**config.mk**
```make
export PLATFORM = sky130hd
export DESIGN_NAME = stopwatch_ctrl
export DESIGN_NICKNAME = d
export VERILOG_FILES = /design/src/rtl/stopwatch_ctrl.sv
export SDC_FILE = /design/constraint.sdc
export NUM_CORES = 1
export LEC_CHECK = 0
export ABC_AREA = 1
export CORE_ASPECT_RATIO = 1.4
export CORE_MARGIN = 1.5
export CORE_UTILIZATION = 55
export DETAILED_ROUTE_END_ITERATION = 8
export GPL_ROUTABILITY_DRIVEN = 0
export MAX_ROUTING_LAYER = met4
export PLACE_DENSITY = 0.79
export SYNTH_ARGS = -nofsm -noshare
export SYNTH_HDL_FRONTEND = slang
export SYNTH_SLANG_ARGS = --single-unit
```
**constraint.sdc**
```tcl
create_clock -name CLK -period 2 [get_ports CLK]
set_input_delay 0.2 -clock CLK [delete_from_list [all_inputs] [get_ports CLK]]
set_output_delay 0.2 -clock CLK [all_outputs]
set_load 0.02 [all_outputs]
```
**src/rtl/stopwatch_ctrl.sv**
```systemverilog
// Mode controller for an MM:SS stopwatch: button synchronisers, STOP/RUN/SET
// state machine, 1 Hz prescaler, set-mode increments, blink and carry gating.
module stopwatch_ctrl #(
  parameter int DIV  = 50000000,
  parameter int DIVW = 26
) (
  input  logic CLK,
  input  logic RST,
  input  logic BTN_SS,
  input  logic BTN_CLR,
  input  logic BTN_MODE,
  input  logic BTN_UP,
  input  logic SEC_CA,
  output logic SEC_EN,
  output logic SEC_INC,
  output logic MIN_EN,
  output logic MIN_INC,
  output logic CNT_CLR,
  output logic RUNNING,
  output logic DISP_SEC,
  output logic DISP_MIN
);

  typedef enum logic [1:0] {IDLE, RUN, SET_SEC, SET_MIN} state_t;

  localparam int B_CLR  = 0;
  localparam int B_SS   = 1;
  localparam int B_MODE = 2;
  localparam int B_UP   = 3;

  localparam logic [DIVW-1:0] DIV_LAST = DIVW'(DIV - 1);
  localparam logic [DIVW-1:0] DIV_HALF = DIVW'(DIV / 2);

  logic [3:0] btn_raw;
  logic [3:0] rise;
  logic [1:0] settle_reg;
  logic       settled;

  assign btn_raw = {BTN_UP, BTN_MODE, BTN_SS, BTN_CLR};
  assign settled = (settle_reg == 2'd3);

  // Edges are masked until the chain has refilled after reset, so a button
  // held through reset release is not mistaken for a fresh press.
  always_ff @(posedge CLK or posedge RST) begin
    if (RST) begin
      settle_reg <= 2'd0;
    end else if (!settled) begin
      settle_reg <= settle_reg + 2'd1;
    end
  end

  genvar gi;
  generate
    for (gi = 0; gi < 4; gi++) begin : g_btn
      logic meta_reg;
      logic sync_reg;
      logic prev_reg;

      always_ff @(posedge CLK or posedge RST) begin
        if (RST) begin
          meta_reg <= 1'b0;
          sync_reg <= 1'b0;
          prev_reg <= 1'b0;
        end else begin
          meta_reg <= btn_raw[gi];
          sync_reg <= meta_reg;
          prev_reg <= sync_reg;
        end
      end

      assign rise[gi] = sync_reg & ~prev_reg & settled;
    end
  endgenerate

  logic win_clr, win_ss, win_mode, win_up;

  always_comb begin
    win_clr  = rise[B_CLR];
    win_ss   = rise[B_SS]   & ~rise[B_CLR];
    win_mode = rise[B_MODE] & ~rise[B_SS] & ~rise[B_CLR];
    win_up   = rise[B_UP]   & ~rise[B_MODE] & ~rise[B_SS] & ~rise[B_CLR];
  end

  state_t          state_reg, state_next;
  logic [DIVW-1:0] cnt_reg, cnt_next, cnt_adv;
  logic            wrap;
  logic            sec_en_reg, sec_en_next;
  logic            sec_inc_reg, sec_inc_next;
  logic            min_inc_reg, min_inc_next;
  logic            clr_reg, clr_next;
  logic            disp_sec_reg, disp_sec_next;
  logic            disp_min_reg, disp_min_next;

  always_ff @(posedge CLK or posedge RST) begin
    if (RST) begin
      state_reg    <= IDLE;
      cnt_reg      <= '0;
      sec_en_reg   <= 1'b0;
      sec_inc_reg  <= 1'b0;
      min_inc_reg  <= 1'b0;
      clr_reg      <= 1'b0;
      disp_sec_reg <= 1'b1;
      disp_min_reg <= 1'b1;
    end else begin
      state_reg    <= state_next;
      cnt_reg      <= cnt_next;
      sec_en_reg   <= sec_en_next;
      sec_inc_reg  <= sec_inc_next;
      min_inc_reg  <= min_inc_next;
      clr_reg      <= clr_next;
      disp_sec_reg <= disp_sec_next;
      disp_min_reg <= disp_min_next;
    end
  end

  always_comb begin
    state_next   = state_reg;
    cnt_next     = cnt_reg;
    sec_en_next  = 1'b0;
    sec_inc_next = 1'b0;
    min_inc_next = 1'b0;
    clr_next     = 1'b0;
    wrap         = (cnt_reg == DIV_LAST);
    cnt_adv      = wrap ? '0 : cnt_reg + 1'b1;

    case (state_reg)
      IDLE: begin
        if (win_clr) begin
          clr_next = 1'b1;
          cnt_next = '0;
        end else if (win_ss) begin
          state_next = RUN;
        end else if (win_mode) begin
          state_next = SET_SEC;
          cnt_next   = '0;
        end
      end
      RUN: begin
        // Stopping freezes the fraction so a restart resumes from it.
        if (win_ss) begin
          state_next = IDLE;
        end else begin
          cnt_next    = cnt_adv;
          sec_en_next = wrap;
        end
      end
      SET_SEC: begin
        cnt_next = cnt_adv;
        if (win_clr) begin
          clr_next = 1'b1;
        end else if (win_mode) begin
          state_next = SET_MIN;
        end else if (win_up) begin
          sec_inc_next = 1'b1;
        end
      end
      SET_MIN: begin
        cnt_next = cnt_adv;
        if (win_clr) begin
          clr_next = 1'b1;
        end else if (win_mode) begin
          state_next = IDLE;
          cnt_next   = '0;
        end else if (win_up) begin
          min_inc_next = 1'b1;
        end
      end
      default: begin
        state_next = IDLE;
        cnt_next   = '0;
      end
    endcase

    disp_sec_next = (state_next == SET_SEC) ? (cnt_next < DIV_HALF) : 1'b1;
    disp_min_next = (state_next == SET_MIN) ? (cnt_next < DIV_HALF) : 1'b1;
  end

  assign SEC_EN   = sec_en_reg;
  assign SEC_INC  = sec_inc_reg;
  assign MIN_INC  = min_inc_reg;
  assign CNT_CLR  = clr_reg;
  assign RUNNING  = (state_reg == RUN);
  assign MIN_EN   = SEC_CA & RUNNING;
  assign DISP_SEC = disp_sec_reg;
  assign DISP_MIN = disp_min_reg;

endmodule
```
==> reports/qor.yml, run 1 <==
run_status:
  status: "finished with violations"
  violations: "negative setup slack"
cts:
  cts_hold_buf: 0
  clk_pin_slew_ns: 0.10
  numCtsBuffers: 5
  clock_path_buffers: 2
  h-tree-depth: 2
  worstSkewPairLatency_ns: 0.31
  root_buffer: "clkbuf_8"
  cts_num_sinks: 48
  cts_tree: "done"
layout:
  post-route-util_pct: 84.7
  finalNonFillerCells: 698
  final_common_cell: "nand2_1"
  drive_above_1_share_pct: 39.8
  largest_reg_flops: 26
  mostFrequentLayoutCells: "nand2_1, buf_4, inv_1, nor2_1, dfrtp_1"
  n_antenna_cell: 0
  final_nets: 636
  area_delta_synth_final_pct: 49.5
power:
  netSwitchingFraction_pct: 44.7
  power_density_mw_per_mm2: 919
  clkPwrFrac_pct: 13.6
  p_leak_nw: 2.39
  p_comb_share_pct: 55.4
  switching_power_mw: 2.03
  seqPwrFrac_pct: 30.9
  p_int_mw: 2.51
  ir_worst_vdd_mv: 0.613
synthesis:
  yosysTopAreaCell: "dfrtp_1"
  yosys_warnings: 0
  yosys-top-cells-area: "dfrtp_1, nand2_1, nor2_1"
  syn_inst: 485
  syn_area_sq_mm: 0.00330
  ys_seq_area_share_pct: 36.5
  ys_types: 44
  synth_fp_nets: 494
  synth_seq_cells: 48
  synth_top_area_share_pct: 34.9
  syn_avg_cell_area_sq_um: 6.80
routing:
  antenna_left: 0
  vias: 4420
  via_per_inst: 6.33
  drc: 0
  drtPass1Iterations: 7
  wl_um: 14300
  post_drt_wl_per_cell_um: 20.5
  drt_first_iter_violations: 820
timing:
  min_period_over_period_pct: 125
  setup_viol_count_final: 12
  finClkSkew_ns: 0.0119
  relSlewSlack_pct: 62.1
  min_period_ns: 2.50
  timing.final.hold_violations: 0
  fmax_mhz: 400
  worst_slew_pin_slew_ns: 0.567
  setup_slack_ns: -0.502
  rsz0062_at_grt: "true"
  drv_slew: 0
grt:
  antenna_found_initial: 0
  grt_max_degree: 30
  grt_pass1_vias: 4007
  grt_pass1_wl_um: 18400
  grt_overflow_total: 0
  grt_usage_pct: 39.6
placement:
  post-place-cells: 659
  dp_slack_ns: -0.325
  hpwl_um: 7690
  portBuffers: 14
flow_run:
  drv_cap: 0
critical_path:
  worst_setup_path_end_kind: "flop"
  start_kind: "flop"
  required_ns: 2.25
  worstPathArrival_ns: 2.76
  crit_path_max_fanout: 8
  critPathKind: "flop to flop"
min_path:
  hold_class: "primary input to asynchronous set/reset pin"
die:
  initial_utilization_pct: 56.7
  die_h_um: 94.6
  die_w_um: 68.4
  row_count: 33
  floorplan.die_area_sq_mm: 0.00648
  ios: 15
  core-area_sq_mm: 0.00582
-- what timing repair did --
action	CTS	global route
pin swaps	26	35
gates cloned	1	0
resized for setup	45	62
endpoints found under the setup margin	6	17
buffers inserted	18	14
-- worst max-delay path, stage by stage, from the launching register on --
cell     delay [ns]
dfrtp_2        0.46
inv_1          0.25
nand2_1        0.13
nor2_1         0.14
nand2_1        0.09
nor2_2         0.14
nand2_4        0.15
nand2_1        0.13
nand2_1        0.07
nand2_1        0.08
nand2_1        0.06
nor2_1         0.16
nand3_1        0.12
nand3_1        0.12
nand2_2        0.10
nand2_2        0.09
nand2_2        0.08
nand2_2        0.08
-- cell type report --
| type | count | area [sq um] |
|---|---|---|
| sequential | 48 | 1210 |
| fill | 279 | 890 |
| clock buffer | 6 | 82.6 |
| clock inverter | 2 | 15.0 |
| inverter | 71 | 279 |
| tap | 70 | 87.6 |
| multi-input combinational | 357 | 2080 |
| timing repair buffer | 144 | 1170 |
-- layer usage --
layer  vias to the layer above  global-route usage, %  share of wire, %
li1                       1828                      -                 -
met1                      1991                   40.4                32
met2                       417                   61.1                46
met3                       184                   13.7                12
met4                         0                   29.5                10
met5                         -                      -                 0
-- power groups by stage --
stage | combinational, mW | clock [mW] | sequential [mW]
3_5_place_dp | 1.89 | 0 | 1.34
3_3_place_gp | 1.84 | 0 | 1.34
2_1_floorplan | 1.05 | 0 | 1.29
6_report | 2.51 | 0.618 | 1.40
5_1_grt | 2.69 | 0.668 | 1.42
4_1_cts | 2.03 | 0.618 | 1.34
-- kinds of logic after synthesis --
kind of cell             count (synthesis)  share of synthesized area [%]
flip-flops                              48                           36.5
AO/OA/AOI/OAI                           46                           8.19
buffers and inverters                   81                           9.79
AND/OR/NAND/NOR                        303                           43.4
multiplexers                             1                          0.341
adder cells (fa/ha/maj)                  2                          0.759
XOR/XNOR                                 4                           1.06
-- synth_stat cells, drive strengths merged --
cell      n
nor2     76
and3      1
nor4b     1
o21a      1
inv      71
nor3b     1
or2       1
o21bai    3
dfrtp    46
clkbuf    1
nand2   152
o22ai     3
nor3      9
ha        2
buf       9
o31ai     1
xor2      3
o211ai    2
nand3b    1
xnor2     1
nand3    47
a32o      1
nand4    14
mux2      1
a22oi     1
dfstp     2
a21oi     9
a21boi    1
a31oi     1
o21ai    23
-- through the flow --
step | total power [mW] | cell area, sq um | setup TNS [ns] | hold WS [ns]
floorplan | 2.34 | 3300 | 0 | 0.231
global placement | 3.18 | 4250 | -0.458 | 0.334
detailed placement | 3.23 | 4250 | -0.777 | 0.337
CTS | 3.99 | 4640 | -0.359 | 0.276
global route | 4.78 | 4930 | -6.36 | 0.307
finish | 4.53 | 4930 | -2.18 | 0.315
-- final timing paths --
check,from,endpoint,slack (ns),cells past startpoint
worst max register to register,cnt_reg[7],DISP_MIN,-0.50,17
max in group asynchronous,RST,cnt_reg[19],1.09,3
min in group CLK,BTN_CLR,g_btn[0].meta_reg,0.32,1
worst min register to register,g_btn[0].meta_reg,g_btn[0].sync_reg,0.36,0
worst min-delay path,RST,g_btn[1].prev_reg,0.31,2
worst max-delay path,cnt_reg[7],DISP_MIN,-0.50,17
No activity file was read; power rests on OpenSTA's default activity.
==> run 2, diff against run 1 <==
Settings changed: CTS_CLUSTER_SIZE set to 8.
==> results of run 2 <==
Same layout as run 1: the final DEF is identical, and so are final timing and power.
==> run 3, diff against run 2 <==
Settings changed: SLEW_MARGIN set to 20.
==> results of run 3 <==
Same layout as run 1: the final DEF is identical, and so are final timing and power.
